===== src/rtl/circuit1_hlsm_pkg.sv =====
// ============================================================================
// Module  : circuit1_hlsm_pkg
// Purpose : Shared definitions for the circuit1 HLSM: default datapath widths,
//           controller state encoding and shared-ALU operation select codes.
// Revision: 1.0 - initial release
// ============================================================================
`default_nettype none

package circuit1_hlsm_pkg;

  // Default operand / result widths (signed Int8 operands, signed Int16 result)
  localparam int DATA_W_DEFAULT = 8;
  localparam int RES_W_DEFAULT  = 16;

  // Controller states
  typedef enum logic [2:0] {
    ST_IDLE  = 3'd0,
    ST_S1    = 3'd1,
    ST_S2    = 3'd2,
    ST_S3    = 3'd3,
    ST_FINAL = 3'd4
  } state_e;

  // Operation applied by the single shared adder/subtractor
  typedef enum logic [1:0] {
    ALU_A_PLUS_B  = 2'd0,  // d = a + b
    ALU_A_PLUS_C  = 2'd1,  // e = a + c
    ALU_F_MINUS_D = 2'd2   // xwire = f - sext(d)
  } alu_op_e;

endpackage : circuit1_hlsm_pkg

`default_nettype wire


===== src/rtl/circuit1_dp.sv =====
// ============================================================================
// Module  : circuit1_dp
// Purpose : Datapath for circuit1: operand registers, one shared
//           adder/subtractor, one multiplier, a signed comparator and the
//           result mux. Every register is enabled by the controller.
// Ports   : clk, rst        - clock, synchronous active-high reset
//           ld_ops          - capture a, b, c into operand registers
//           ld_d, ld_f      - capture d (ALU) and f (multiplier)
//           ld_e            - capture e (ALU)
//           ld_cmp          - capture g (d > e) and xwire (ALU)
//           ld_out          - load outputs z and x
//           alu_op          - shared ALU operation select (alu_op_e)
//           a, b, c         - signed operands
//           z, x            - registered results
// Revision: 1.0 - initial release
// ============================================================================
`default_nettype none

module circuit1_dp
  import circuit1_hlsm_pkg::*;
#(
  parameter int DATA_W = DATA_W_DEFAULT,
  parameter int RES_W  = RES_W_DEFAULT
) (
  input  logic              clk,
  input  logic              rst,
  input  logic              ld_ops,
  input  logic              ld_d,
  input  logic              ld_f,
  input  logic              ld_e,
  input  logic              ld_cmp,
  input  logic              ld_out,
  input  logic [1:0]        alu_op,
  input  logic [DATA_W-1:0] a,
  input  logic [DATA_W-1:0] b,
  input  logic [DATA_W-1:0] c,
  output logic [DATA_W-1:0] z,
  output logic [RES_W-1:0]  x
);

  logic signed [DATA_W-1:0] a_q, a_d, b_q, b_d, c_q, c_d;
  logic signed [DATA_W-1:0] d_q, d_d, e_q, e_d, z_q, z_d;
  logic signed [RES_W-1:0]  f_q, f_d, xw_q, xw_d, x_q, x_d;
  logic                     g_q, g_d;

  logic signed [RES_W-1:0]    alu_a, alu_b, alu_y;
  logic                       alu_sub;
  logic signed [2*DATA_W-1:0] prod;
  logic signed [RES_W-1:0]    prod_ext;

  // Single multiplier: full-precision signed product of the latched a and c
  assign prod = a_q * c_q;

  // Fit the 2*DATA_W product into the RES_W result width
  generate
    if (RES_W > 2*DATA_W) begin : g_prod_sext
      assign prod_ext = {{(RES_W-2*DATA_W){prod[2*DATA_W-1]}}, prod};
    end else begin : g_prod_trunc
      assign prod_ext = prod[RES_W-1:0];
    end
  endgenerate

  // Shared adder/subtractor. Operands are sign-extended to RES_W so the
  // same unit serves the narrow d/e sums (low bits taken, wrapping) and
  // the wide f - sext(d) subtraction.
  always_comb begin
    alu_a   = {{(RES_W-DATA_W){a_q[DATA_W-1]}}, a_q};
    alu_b   = {{(RES_W-DATA_W){b_q[DATA_W-1]}}, b_q};
    alu_sub = 1'b0;
    case (alu_op)
      ALU_A_PLUS_C: begin
        alu_b = {{(RES_W-DATA_W){c_q[DATA_W-1]}}, c_q};
      end
      ALU_F_MINUS_D: begin
        alu_a   = f_q;
        alu_b   = {{(RES_W-DATA_W){d_q[DATA_W-1]}}, d_q};
        alu_sub = 1'b1;
      end
      default: ;
    endcase
    alu_y = alu_sub ? (alu_a - alu_b) : (alu_a + alu_b);
  end

  // Register next-state logic
  always_comb begin
    a_d  = ld_ops ? a : a_q;
    b_d  = ld_ops ? b : b_q;
    c_d  = ld_ops ? c : c_q;
    d_d  = ld_d   ? alu_y[DATA_W-1:0] : d_q;
    f_d  = ld_f   ? prod_ext : f_q;
    e_d  = ld_e   ? alu_y[DATA_W-1:0] : e_q;
    g_d  = ld_cmp ? (d_q > e_q) : g_q;   // signed compare; tie gives 0 -> e
    xw_d = ld_cmp ? alu_y : xw_q;
    z_d  = ld_out ? (g_q ? d_q : e_q) : z_q;
    x_d  = ld_out ? xw_q : x_q;
  end

  always_ff @(posedge clk) begin
    if (rst) begin
      a_q  <= '0;
      b_q  <= '0;
      c_q  <= '0;
      d_q  <= '0;
      f_q  <= '0;
      e_q  <= '0;
      g_q  <= 1'b0;
      xw_q <= '0;
      z_q  <= '0;
      x_q  <= '0;
    end else begin
      a_q  <= a_d;
      b_q  <= b_d;
      c_q  <= c_d;
      d_q  <= d_d;
      f_q  <= f_d;
      e_q  <= e_d;
      g_q  <= g_d;
      xw_q <= xw_d;
      z_q  <= z_d;
      x_q  <= x_d;
    end
  end

  assign z = z_q;
  assign x = x_q;

endmodule : circuit1_dp

`default_nettype wire


===== src/rtl/circuit1_hlsm.sv =====
// ============================================================================
// Module  : circuit1_hlsm
// Purpose : Top of the circuit1 HLSM. A five-state controller sequences the
//           shared datapath to produce z = max_signed(a+b, a+c) and
//           x = a*c - (a+b).
// Ports   : Clk    - clock (rising edge)
//           Rst    - synchronous active-high reset
//           Start  - compute request, honoured only when idle
//           a,b,c  - signed operands, captured when Start is accepted
//           Busy   - high while a computation is in progress
//           Done   - one-cycle pulse when z and x are updated
//           z, x   - registered results, held between Done pulses
// Revision: 1.0 - initial release
// ============================================================================
`default_nettype none

module circuit1_hlsm
  import circuit1_hlsm_pkg::*;
#(
  parameter int DATA_W = DATA_W_DEFAULT,
  parameter int RES_W  = RES_W_DEFAULT
) (
  input  logic              Clk,
  input  logic              Rst,
  input  logic              Start,
  input  logic [DATA_W-1:0] a,
  input  logic [DATA_W-1:0] b,
  input  logic [DATA_W-1:0] c,
  output logic              Busy,
  output logic              Done,
  output logic [DATA_W-1:0] z,
  output logic [RES_W-1:0]  x
);

  state_e     state_q, state_d;
  logic       done_q, done_d;

  logic       ld_ops, ld_d, ld_f, ld_e, ld_cmp, ld_out;
  logic [1:0] alu_op;

  // Next-state and datapath control
  always_comb begin
    state_d = state_q;
    ld_ops  = 1'b0;
    ld_d    = 1'b0;
    ld_f    = 1'b0;
    ld_e    = 1'b0;
    ld_cmp  = 1'b0;
    ld_out  = 1'b0;
    alu_op  = ALU_A_PLUS_B;
    case (state_q)
      ST_IDLE: begin
        if (Start) begin
          ld_ops  = 1'b1;
          state_d = ST_S1;
        end
      end
      ST_S1: begin
        alu_op  = ALU_A_PLUS_B;
        ld_d    = 1'b1;
        ld_f    = 1'b1;
        state_d = ST_S2;
      end
      ST_S2: begin
        alu_op  = ALU_A_PLUS_C;
        ld_e    = 1'b1;
        state_d = ST_S3;
      end
      ST_S3: begin
        alu_op  = ALU_F_MINUS_D;
        ld_cmp  = 1'b1;
        state_d = ST_FINAL;
      end
      ST_FINAL: begin
        ld_out  = 1'b1;
        state_d = ST_IDLE;
      end
      default: state_d = ST_IDLE;
    endcase
  end

  // Done is registered alongside z/x so it rises in the same cycle the new
  // results become visible (the cycle after leaving FINAL).
  assign done_d = (state_q == ST_FINAL);

  always_ff @(posedge Clk) begin
    if (Rst) begin
      state_q <= ST_IDLE;
      done_q  <= 1'b0;
    end else begin
      state_q <= state_d;
      done_q  <= done_d;
    end
  end

  assign Busy = (state_q != ST_IDLE);
  assign Done = done_q;

  circuit1_dp #(
    .DATA_W (DATA_W),
    .RES_W  (RES_W)
  ) u_dp (
    .clk    (Clk),
    .rst    (Rst),
    .ld_ops (ld_ops),
    .ld_d   (ld_d),
    .ld_f   (ld_f),
    .ld_e   (ld_e),
    .ld_cmp (ld_cmp),
    .ld_out (ld_out),
    .alu_op (alu_op),
    .a      (a),
    .b      (b),
    .c      (c),
    .z      (z),
    .x      (x)
  );

endmodule : circuit1_hlsm

`default_nettype wire


===== config.mk =====
export PLATFORM = sky130hd
export DESIGN_NAME = circuit1_hlsm
export DESIGN_NICKNAME = d
export VERILOG_FILES = /design/src/rtl/circuit1_hlsm_pkg.sv /design/src/rtl/circuit1_dp.sv /design/src/rtl/circuit1_hlsm.sv
export SDC_FILE = /design/constraint.sdc
export NUM_CORES = 1
export LEC_CHECK = 0
export CORE_UTILIZATION = 60
export DETAILED_ROUTE_END_ITERATION = 8
export GPL_TIMING_DRIVEN = 0
export PLACE_DENSITY = 0.82
export REMOVE_ABC_BUFFERS = 1
export SYNTH_ARGS = -nofsm -noshare
export SYNTH_HDL_FRONTEND = slang
export SYNTH_SLANG_ARGS = --single-unit
export TNS_END_PERCENT = 30

===== constraint.sdc =====
create_clock -name Clk -period 5 [get_ports Clk]
set_clock_uncertainty 0.2 [all_clocks]
set_input_delay 0.5 -clock Clk [delete_from_list [all_inputs] [get_ports Clk]]
set_output_delay 0.5 -clock Clk [all_outputs]
set_load 0.03 [all_outputs]

==> results of run 1 <==
Yosys cell counts (3+ instances only):
cell type / number / share of area, %
a31oi_1: 10 / 0.82
or3_1: 5 / 0.41
inv_1: 103 / 5.1
o21ai_0: 11 / 0.72
mux2i_1: 12 / 1.6
nand3b_1: 3 / 0.29
xnor2_1: 22 / 2.5
mux2_2: 7 / 1.0
and3_1: 3 / 0.25
nand3_1: 13 / 0.85
a211oi_1: 17 / 1.7
o21a_1: 4 / 0.39
nand2b_1: 6 / 0.49
xor2_1: 8 / 0.92
buf_1: 5 / 0.25
fa_1: 56 / 15
buf_2: 14 / 0.92
nor4b_1: 5 / 0.57
nand4_1: 7 / 0.57
nand2_1: 180 / 8.8
dfxtp_1: 101 / 26
nor2b_1: 9 / 0.74
nor2_1: 39 / 1.9
nor3_1: 10 / 0.65
o21ai_1: 10 / 0.65
ha_1: 57 / 9.3
clkbuf_1: 35 / 1.7
and2_1: 50 / 4.1
o211ai_1: 5 / 0.49
a221o_1: 7 / 0.92
a21o_1: 6 / 0.59
a21oi_1: 96 / 6.3
repair_timing:
action | CTS | global route
gates resized for setup | 2 | 19
buffers inserted | 1 | 2
setup endpoints to repair | 26 | 17
cloned | 2 | 0
logic make-up (layout without fill, tap and decap cells):
group / Yosys count / count (layout)
and+or+nand+nor: 339 / 340
AOI/OAI and AO/OA: 185 / 185
buffers and inverters: 159 / 177
adders and majority gates: 113 / 113
DFF: 101 / 101
xor gates and xnor gates: 30 / 30
muxes: 19 / 19
worst max-delay path, delay by kind of cell, from the launching register on:
| family | cells | cell delay [ns] |
|---|---|---|
| adder cells (fa/ha/maj) | 5 | 2.38 |
| AO/OA/AOI/OAI | 3 | 0.98 |
| buffers and inverters | 3 | 0.14 |
| AND/OR/NAND/NOR | 3 | 0.37 |
| flip-flops | 1 | 0.59 |
area by class of cell:
cell class / count / area (sq um) / share of cell area (%)
multi-input combinational: 687 / 5050 / 58.8
timing repair buffer: 56 / 568 / 6.62
clock buffer: 10 / 239 / 2.79
inverter: 104 / 394 / 4.59
sequential: 101 / 2040 / 23.7
timing repair inverter: 1 / 5.00 / 0.0583
clock inverter: 6 / 78.8 / 0.919
tap: 168 / 210 / 2.45
power by group:
part	switching [mW]	leakage (nW)	total [mW]	internal [mW]
registers	0.0716	0.825	0.929	0.857
logic	0.540	2.60	0.912	0.372
clock network	0.337	0.157	0.749	0.412
total	0.948	3.58	2.59	1.64
worst paths after layout:
check / startpoint / cells after the start / endpoint
worst max-delay path: u_dp.c_q[3] / 14 / u_dp.f_q[15]
worst min-delay path: Rst / 2 / u_dp.a_q[7]
worst max register to register: u_dp.c_q[3] / 14 / u_dp.f_q[15]
worst min register to register: u_dp.f_q[0] / 2 / u_dp.f_q[0]
stage by stage:
step	setup TNS [ns]	instances	hold slack [ns]	instance area, sq um
detailed placement	-16.53	1112	0.246	8180
finish	0	1133	0.219	8580
global placement	-20.29	1111	0.239	8150
CTS	0	1131	0.213	8520
global route	0	1133	0.220	8580
floorplan	0	891	0.222	7420
metal layers:
layer,vias up,part of all wire [%]
li1,3135,-
met4,0,1.7
met3,25,6.1
met2,189,45
met5,-,0
met1,3011,47
==> impl_results.md, run 1 <==
* Status: completed
* Worst-skew pair later-pin latency at 0.36 ns
* Arrival time worst endpoint at between 4 and 5 ns
* Critical Path Source Type: flop
* CTS clock-pin slew for the worst setup and hold paths at 0.08 ns
* Number of synthesized flops with an enable pin at 0
* Layout area overhead at 12.1%
* Main synth FF type: dfxtp_1
* Critical Path End Type: flop
* Crit path largest cell delay at roughly 0.59 ns
* Global-route wire length before repair at between 20 and 30 mm
* Worst Slack Setup Final at approximately 0.21 ns
* Die W at 115 um
* Total number of vias at 6360
* Rel. slew slack at approximately 27%
* Fin crit period at 4.79 ns
* Worst-Margin Slew at 1.10 ns
* Ys Warns at 0
* Met1 Use GR at between 30% and 40%
* GR Overflow Total at 0
* Die height at 115 um
* Num CTS Buffers at 9
* Max frequency at 0.209 GHz
* N_diodes at 0
* Unrepaired setup endpoints after global routing: no
* Post-CTS Hold Buffers at 0
* IO buf count at 52
* Num Clock Sinks at 101
* Post-DP HPWL at 11.9 mm
* CTS Root Cell: clkbuf_16
* Power per cell area at 302 nW/um^2
* DR DRC count at 0
* Core Box Area at 12200 sq um
* Die area at ~13000 sq um
* Async SR Flop Fraction at 0%
* Total Power at 2.59 mW
* Grt peak-use layer: met2
* Post-DRT Antenna Nets at 0
* Most common cell after layout, fill and taps aside: nand2_1
* Drt pass-1 iters at 6
* Met2 Use GR at 43.5%
* Adder-cell area share of the yosys netlist at 24.0%
* Post-synthesis sequential area ratio at 26.4%
* Maximum VDD drop at 0.214 mV
* Largest family of logic cells by synthesized area: adder cells
* Tot GR Track Use at between 20% and 30%
* Final slew viol count at 0
* Fin crit share at 95.8%
* Post-synthesis xor/xnor area fraction at 3.43%
* Crit-path slowest cell: dfxtp_1
* Setup violators final at 0
* Post-Synth Simple-Gate Area at 20.8%
* Cell mode on critical path: fa_1
* Initial antenna violation count at 0
* Wire per inst at 14.8 um
* M3 GR Usage at 4.85%
* Starting Density at 62.7%
* # IOs at 53
* Synth unique cells at between 50 and 60
* Final core utilization at 70.3%
* Mapped Area at 7650 sq um
* MaxCap Viol Count at 0
* Number of synthesized register bits at 101
* Share of cells above drive strength 1 at 5.91%
* Final Hold Vio Count at 0
* Largest net degree at the start of global routing at between 90 and 100
* Post-Synthesis Cells at 946
* Synth Area in Compound Gates at 14.7%
* DRC marker count from the first detailed-route iteration at 480
* Flop2flop setup slack at between 0.2 and 0.25 ns
* Final wirelength at 16.8 mm
* CTS tree: built
* CP Class: flop to flop
* Routed vias/inst at between 5 and 6
* Pleak at 3.58 nW
* Pre-CTS setup slack at -1.05 ns
* Critical path cell sequence: nand2_1 > fa_1 > inv_1 > fa_1 > fa_1 > inv_1 > fa_1 > inv_1 > ha_1 > a21oi_1 > o211ai_1 > a211oi_1 > or3_1 > nand3_1
* Fill count at 985
* GPL Wtd Cong at 0.840
* Hold Crit Class: input pin to flop
* Largest fanout on the critical path at 10
* H-tree depth at 3
* Final nets at about 1.1k
* Mean area per synthesized cell at just over 8 sq um
* Proportion of synthesized area in mux cells at 2.60%
* Critical path data required time at 5.05 ns
* Clk buf depth at 2
* Vias in the first global route at roughly 6.0k
* Most frequent cells in the layout: nand2_1 (180), inv_1 (102), a21oi_1 (96)
* Row count at 40
Note: power is estimated with default switching activity, not from simulation.
==> inputs of run 2 (changes only) <==
SKIP_LAST_GASP = 1   (was not set)
==> run 2 against run 1 <==
Against the previous run: total power hardly changed; register-to-register slack hardly changed; clock power hardly changed; clock-buffer cell count stayed put; critical path type unchanged; critical endpoint unchanged.
==> impl_results.md, run 2 (same netlist as run 1, synthesis figures left out) <==
* Final wirelength at 16.8 mm
* Routed vias/inst at 5.60
* Cell mode on critical path: fa_1
* Unrepaired setup endpoints after global routing: yes
* Num CTS Buffers at 9
* Pleak at 3.58 nW
* Share of cells above drive strength 1 at under 10%
* Total number of vias at 6348
* Drt pass-1 iters at 6
* Starting Density at 62.7%
* Largest net degree at the start of global routing at 93
* Post-DP HPWL at 11.9 mm
* CP Buf/Inv Count at 3
* Largest fanout on the critical path at 10
* Rel. slew slack at between 20 and 30%
* Wire per inst at 14.8 um
* Final nets at approximately 1.1k
* Worst-skew pair later-pin latency at 0.36 ns
* Num Clock Sinks at between 100 and 150
* Placed Cells at 1112
* Most common cell after layout, fill and taps aside: nand2_1
* Flop2flop setup slack at 0.22 ns
* Fill count at 985
* CTS clock-pin slew for the worst setup and hold paths at 0.08 ns
* Setup violators final at 0
* Final Hold Vio Count at 0
* Crit path largest cell delay at 0.59 ns
* Power per cell area at ~300 nW/um^2
* DR DRC count at 0
* Layout area overhead at 12.1%
* Fin crit share at about 96%
* DRC marker count from the first detailed-route iteration at 480
* Core Box Area at 12200 sq um
* Hold Crit Class: input pin to flop
* Worst-Margin Slew at 1.09 ns
* CP Class: flop to flop
* Row count at 40
* Post-CTS Hold Buffers at 0
* Clk buf depth at 2
* CTS tree: built
* N_diodes at 0
* GPL Wtd Cong at about 0.84
* Critical Path End Type: flop
* # IOs at 53
* CP delay by family, top: adder cells
* Fin crit period at 4.78 ns
* Critical path cell sequence: nand2_1 > fa_1 > inv_1 > fa_1 > fa_1 > inv_1 > fa_1 > inv_1 > ha_1 > a21oi_1 > o211ai_1 > a211oi_1 > or3_1 > nand3_1
* Critical Path Source Type: flop
* GR Overflow Total at 0
* Status: completed
* Final core utilization at between 70% and 80%
* Vias in the first global route at 6047
* Critical path data required time at 5.05 ns
* Final cell count without fillers at 1133
* Die W at about 110 um
* Crit-path slowest cell: dfxtp_1
* Die area at 13200 sq um
* Worst reg2reg path depth at 14
* Worst path depth at 14
* MaxCap Viol Count at 0
* Final slew viol count at 0
* H-tree depth at 3
* Global-route wire length before repair at 29.1 mm
* Maximum VDD drop at 0.214 mV
* Initial antenna violation count at 0
* IO buf count at between 50 and 60
* Arrival time worst endpoint at 4.83 ns
* Max frequency at 0.209 GHz
* Tot GR Track Use at 27.8%
* Post-DRT Antenna Nets at 0
* CTS Root Cell: clkbuf_16
* Die height at 115 um
* WHS Path Cells at 2
* Most frequent cells in the layout: nand2_1 (180), inv_1 (102), a21oi_1 (96)
run 2: power by group:
| group | switching (mW) | internal (mW) | leakage [nW] |
|---|---|---|---|
| clock network | 0.336 | 0.412 | 0.157 |
| registers | 0.0715 | 0.857 | 0.824 |
| logic | 0.540 | 0.372 | 2.60 |
run 2: per-layer routing:
metal | vias up | share of wire (%) | GRT usage (%)
li1 | 3134 | - | -
met1 | 3014 | 47 | 38.6
met2 | 175 | 46 | 43.5
met3 | 25 | 5.7 | 4.85
met4 | 0 | 1.7 | 10.1
met5 | - | 0 | 0
run 2: worst register-to-register path: cells and delay by family (launching register included):
kind,cells,cell delay [ns]
adder cells (fa/ha/maj),5,2.39
flip-flops,1,0.59
AND/OR/NAND/NOR,3,0.38
buffers and inverters,3,0.14
AO/OA/AOI/OAI,3,0.98
run 2: stage by stage:
step / hold slack (ns) / power (mW) / setup TNS [ns] / instance area (sq um) / setup slack (ns)
3_3_place_gp: 0.239 / 1.81 / -20.29 / 8150 / -1.10
4_1_cts: 0.213 / 2.58 / 0 / 8520 / 0.00656
6_report: 0.220 / 2.59 / 0 / 8580 / 0.215
3_5_place_dp: 0.246 / 1.83 / -16.53 / 8180 / -1.05
5_1_grt: 0.220 / 2.76 / -0.00434 / 8580 / -0.00434
2_1_floorplan: 0.222 / 1.61 / 0 / 7420 / 0.161
run 2: timing repair:
| item | CTS | global route |
|---|---|---|
| hold endpoints to repair | 0 | 0 |
| gates cloned | 2 | 0 |
| pin swaps | 0 | 0 |
| setup endpoints to repair | 26 | 17 |
| buffers inserted | 1 | 2 |
| resized for setup | 2 | 18 |
run 2: final cells by class:
class                   count  area [sq um]  share of cell area, %
clock buffers              10           239                   2.79
well taps                 168           210                   2.45
repair buffers             56           568                   6.62
multi-input cells         687          5050                   58.8
flip-flops and latches    101          2040                   23.7
repair inverters            1          5.00                 0.0583
inverters                 104           394                   4.59
clock inverters             6          78.8                  0.919
run 2: path summary, 6_finish.rpt:
path,from,end
hold / removal,Rst,u_dp.a_q[7]
hold reg to reg,u_dp.f_q[0],u_dp.f_q[0]
setup reg to reg,u_dp.c_q[3],u_dp.f_q[15]
setup / recovery,u_dp.c_q[3],u_dp.f_q[15]
